`config.mk`:
```
export PLATFORM = sky130hd
export DESIGN_NAME = control_multiplicador
export DESIGN_NICKNAME = d
export VERILOG_FILES = /design/src/rtl/control_multiplicador.sv
export SDC_FILE = /design/constraint.sdc
export NUM_CORES = 1
export LEC_CHECK = 0
export ABC_AREA = 1
export BUFFER_PORTS_ARGS = -buffer_cell sky130_fd_sc_hd__buf_2
export CAP_MARGIN = 25
export CORE_MARGIN = 4
export CORE_UTILIZATION = 35
export DETAILED_ROUTE_END_ITERATION = 16
export PLACE_DENSITY = 0.58
export SKIP_CTS_REPAIR_TIMING = 1
export SKIP_LAST_GASP = 1
export SYNTH_ARGS = -nofsm -noshare
export SYNTH_HDL_FRONTEND = slang
export SYNTH_SLANG_ARGS = --single-unit
```
`constraint.sdc`:
```
create_clock -name clk -period 1.6 [get_ports clk]
set_clock_uncertainty 0.2 [all_clocks]
set_input_delay 0.08 -clock clk [delete_from_list [all_inputs] [get_ports clk]]
set_output_delay 0.08 -clock clk [all_outputs]
set_load 0.1 [all_outputs]
```
`src/rtl/control_multiplicador.sv`:
```
// Moore sequencer for the shift-add multiplier datapath: issues load/clear,
// add and shift strobes, then holds DONE for DONE_CYCLES clocks.
module control_multiplicador #(
  parameter int WIDTH       = 8,
  parameter int DONE_CYCLES = 32,
  parameter int EARLY_EXIT  = 1
) (
  input  logic clk,
  input  logic rst_n,
  input  logic INIT,
  input  logic LSB,
  input  logic Z,
  output logic LD,
  output logic RST_ACC,
  output logic ADD,
  output logic SH,
  output logic BUSY,
  output logic DONE
);

  localparam int CW = $clog2(WIDTH + 1);
  localparam logic [CW-1:0] BIT_LAST  = CW'(WIDTH);
  localparam logic [7:0]    DONE_LAST = 8'(DONE_CYCLES - 1);

  typedef enum logic [2:0] {
    S_IDLE  = 3'b000,
    S_LOAD  = 3'b001,
    S_CHECK = 3'b010,
    S_ADD   = 3'b011,
    S_SHIFT = 3'b100,
    S_END   = 3'b101
  } state_t;

  state_t          state_q, state_d;
  logic [CW-1:0]   bit_cnt_q, bit_cnt_d;
  logic [7:0]      done_cnt_q, done_cnt_d;

  always_ff @(posedge clk or negedge rst_n) begin
    if (!rst_n) begin
      state_q    <= S_IDLE;
      bit_cnt_q  <= '0;
      done_cnt_q <= '0;
    end else begin
      state_q    <= state_d;
      bit_cnt_q  <= bit_cnt_d;
      done_cnt_q <= done_cnt_d;
    end
  end

  always_comb begin
    state_d    = state_q;
    bit_cnt_d  = bit_cnt_q;
    done_cnt_d = done_cnt_q;
    case (state_q)
      S_IDLE: begin
        done_cnt_d = '0;
        if (INIT) state_d = S_LOAD;
      end
      S_LOAD: begin
        bit_cnt_d = '0;
        state_d   = S_CHECK;
      end
      S_CHECK: begin
        // the iteration limit wins over Z so bit_cnt can never pass WIDTH
        if (bit_cnt_q == BIT_LAST)      state_d = S_END;
        else if (EARLY_EXIT != 0 && Z)  state_d = S_END;
        else if (LSB)                   state_d = S_ADD;
        else                            state_d = S_SHIFT;
      end
      S_ADD:   state_d = S_SHIFT;
      S_SHIFT: begin
        bit_cnt_d = bit_cnt_q + CW'(1);
        state_d   = S_CHECK;
      end
      S_END: begin
        if (done_cnt_q == DONE_LAST) begin
          done_cnt_d = '0;
          state_d    = S_IDLE;
        end else begin
          done_cnt_d = done_cnt_q + 8'd1;
        end
      end
      default: state_d = S_IDLE;
    endcase
  end

  // strobes decode from state only; unused codes drive everything low
  always_comb begin
    LD      = 1'b0;
    RST_ACC = 1'b0;
    ADD     = 1'b0;
    SH      = 1'b0;
    BUSY    = 1'b0;
    DONE    = 1'b0;
    case (state_q)
      S_LOAD:  begin LD = 1'b1; RST_ACC = 1'b1; BUSY = 1'b1; end
      S_CHECK: BUSY = 1'b1;
      S_ADD:   begin ADD = 1'b1; BUSY = 1'b1; end
      S_SHIFT: begin SH = 1'b1; BUSY = 1'b1; end
      S_END:   begin DONE = 1'b1; BUSY = 1'b1; end
      default: ;
    endcase
  end

endmodule

```
==> impl_metrics.yaml <==
sta:
  setup_viol: 0
  period_share_pct: 97.6
  fin_ws_ps: 39.1
  hold_viol_final: 0
  slew_violations: 0
  whs_ps: 20.6
  tightestPinTransition_ps: 341
  fmax_mhz: 641
  rsz0062_at_grt: "true"
  min_period_ps: 1560
  slew_headroom_pct: 77.2
routing:
  detailedRoute.firstPassIterationCount: 4
  routed_wl_um: 1650
  drt_iter0_markers: 13
  vias_per_cell: 4.66
  drc: 0
  drtAntennaViolNets: 0
  wl_per_cell_um: 10.1
  num_vias: 764
clock_network:
  cts_max_level: 1
  cts_root_buffer: "clkbuf_4"
  clockBufferDepth: 2
  numCtsBuffers: 3
  path_clk_slew_ps: 100
  clk_latency_ps: 280
  tritoncts: "done"
  clock_sinks: 15
synthesis:
  ys_seq_elements: 15
  synth_cell_types: 20
  synth_most_common_cell: "nand2_1"
  syn_inst: 119
  yosys.area_share.simple_pct: 31.6
  synth-async-reset-ratio_pct: 100
  syn_area_um2: 862
  netlist.area_leader.share_pct: 43.5
  synth_xor_area_share_pct: 2.03
  synth_warnings: 0
  seq_area_frac_synth_pct: 43.5
  yosysTopAreaCell: "dfrtp_1"
  synth_top_family_by_area: "simple AND/OR/NAND/NOR gates"
  synth_edf_count: 0
  synth-compound-area-share_pct: 9.29
  synth_mux_area_share_pct: 0
  syn_nets: 127
  synth_area_per_cell_um2: 7.24
  yosys_most_used_dff: "dfrtp_1"
  synthAdderAreaFrac_pct: 4.35
  synthTopCellsByCount: "nand2_1, inv_1, dfrtp_1"
  synth_area_leaders: "dfrtp_1, nand2_1, inv_1, nand3_1, ha_1"
place:
  port_buffers: 10
  dp.cells: 156
  dp_hpwl_um: 1280
  pre_cts_slack_ps: 160
  postPlaceCellArea_um2: 1050
  place_congestion: 0.854
pwr:
  powerDensity_nw_per_um2: 1780
  peakVddDrop_v: 0.00154
  leakage_nw: 0.551
critical_path:
  r2r-start: "done_cnt_q[0]"
  crit_fanout: 4
  start_kind: "flip-flop"
  cp.required_ps: 1320
  path_class: "flip-flop to primary output"
  setup.worst_path.end_class: "primary output"
  crit_arrival_ps: 1280
  startpoint: "state_q[1]"
  r2r_slack_ps: 150
layout:
  nFillCells: 205
  areaGrowthSynthToFinish_pct: 31.6
  drive_gt1_share_pct: 20.6
  nNetsFinal: 145
  stdcell_area_um2: 1130
  postLayoutCoreUtil_pct: 49.9
  antennaDiodeCount: 0
  fin_cells: 164
floorplan:
  pin_count: 11
  row_count: 17
  start_util_pct: 37.9
  die_h_um: 57.6
  core_area_um2: 2280
  dieWidth_um: 57.6
  dieArea_um2: 3320
grt:
  antenna_found_initial: 0
  first_global_vias: 733
  groute.usage.overall_pct: 11.0
  grt_max_degree: 16
  grt_pass1_wl_um: 3000
  overflow: 0
status:
  status: "completed"
min_path:
  hold_class: "primary input to async pin"
run:
  max_cap_viol_count: 0
==> metrics by stage <==
step	TNS, ps	total power, mW
finish	0	2.02
global route	-9.17	2.11
CTS	-261	1.97
detailed placement	0	1.75
global placement	0	1.75
floorplan	-234	1.38
==> layer usage <==
metal  global-route usage, %  share of wire, %  vias to the layer above
met2                    17.1                46                       13
met5                       0                 0                        -
met4                    3.64              0.73                        0
met1                    15.1                49                      346
met3                    2.67               3.9                        2
li1                        -                 -                      403
==> registers in the layout, indices dropped and copies added (netlist names) <==
name and cells:
state_q 3, done_cnt_q 8, bit_cnt_q 4
==> critical path, cell delays in order, from the launching register on <==
cell	delay [ps]
dfrtp_1	440
nor2_4	160
nand2_2	110
clkinvlp_4	120
buf_12	170
==> kinds of logic after synthesis <==
kind of cell    Yosys count
buf+inv                  20
xor+xnor                  2
fa+ha+maj                 3
simple gates             65
flops                    15
compound gates           14
==> power breakdown <==
group / internal [mW] / total (mW) / switching [mW]
Combinational: 0.409 / 1.25 / 0.842
Sequential: 0.454 / 0.546 / 0.0924
Clock: 0.0965 / 0.221 / 0.125
Total: 0.959 / 2.02 / 1.06
==> cell type report <==
type                       count  area, µm²  area share [%]
tap                           28       35.0            3.09
sequential                    15        378            33.3
multi-input combinational     84        434            38.3
inverter                      19       81.3            7.17
clock buffer                   4       26.3            2.32
timing repair buffer          14        180            15.9
==> cells in the final DEF (no fill, tap or decap), types with 2 or more instances in the layout <==
master,netlist,layout
a21oi_1,3,3
buf_12,0,6
buf_2,0,4
clkbuf_4,0,3
clkinvlp_4,0,2
dfrtp_1,15,13
dfrtp_2,0,2
dlygate4sd3_1,0,4
ha_1,3,3
inv_1,18,14
inv_2,1,2
nand2_1,40,39
nand3_1,11,10
nand3_2,1,2
nor2_1,10,8
nor2_4,0,2
o21ai_0,7,6
o21ai_2,1,2
==> path summary, 6_finish.rpt <==
check / depth (start not counted) / endpoint
min reg2reg: 1 / bit_cnt_q[3]
max: 4 / SH
min in group clk: 1 / bit_cnt_q[3]
max in group asynchronous: 2 / state_q[0]
min: 2 / done_cnt_q[1]
max reg2reg: 8 / done_cnt_q[6]
Note: power is estimated with default switching activity, not from simulation.
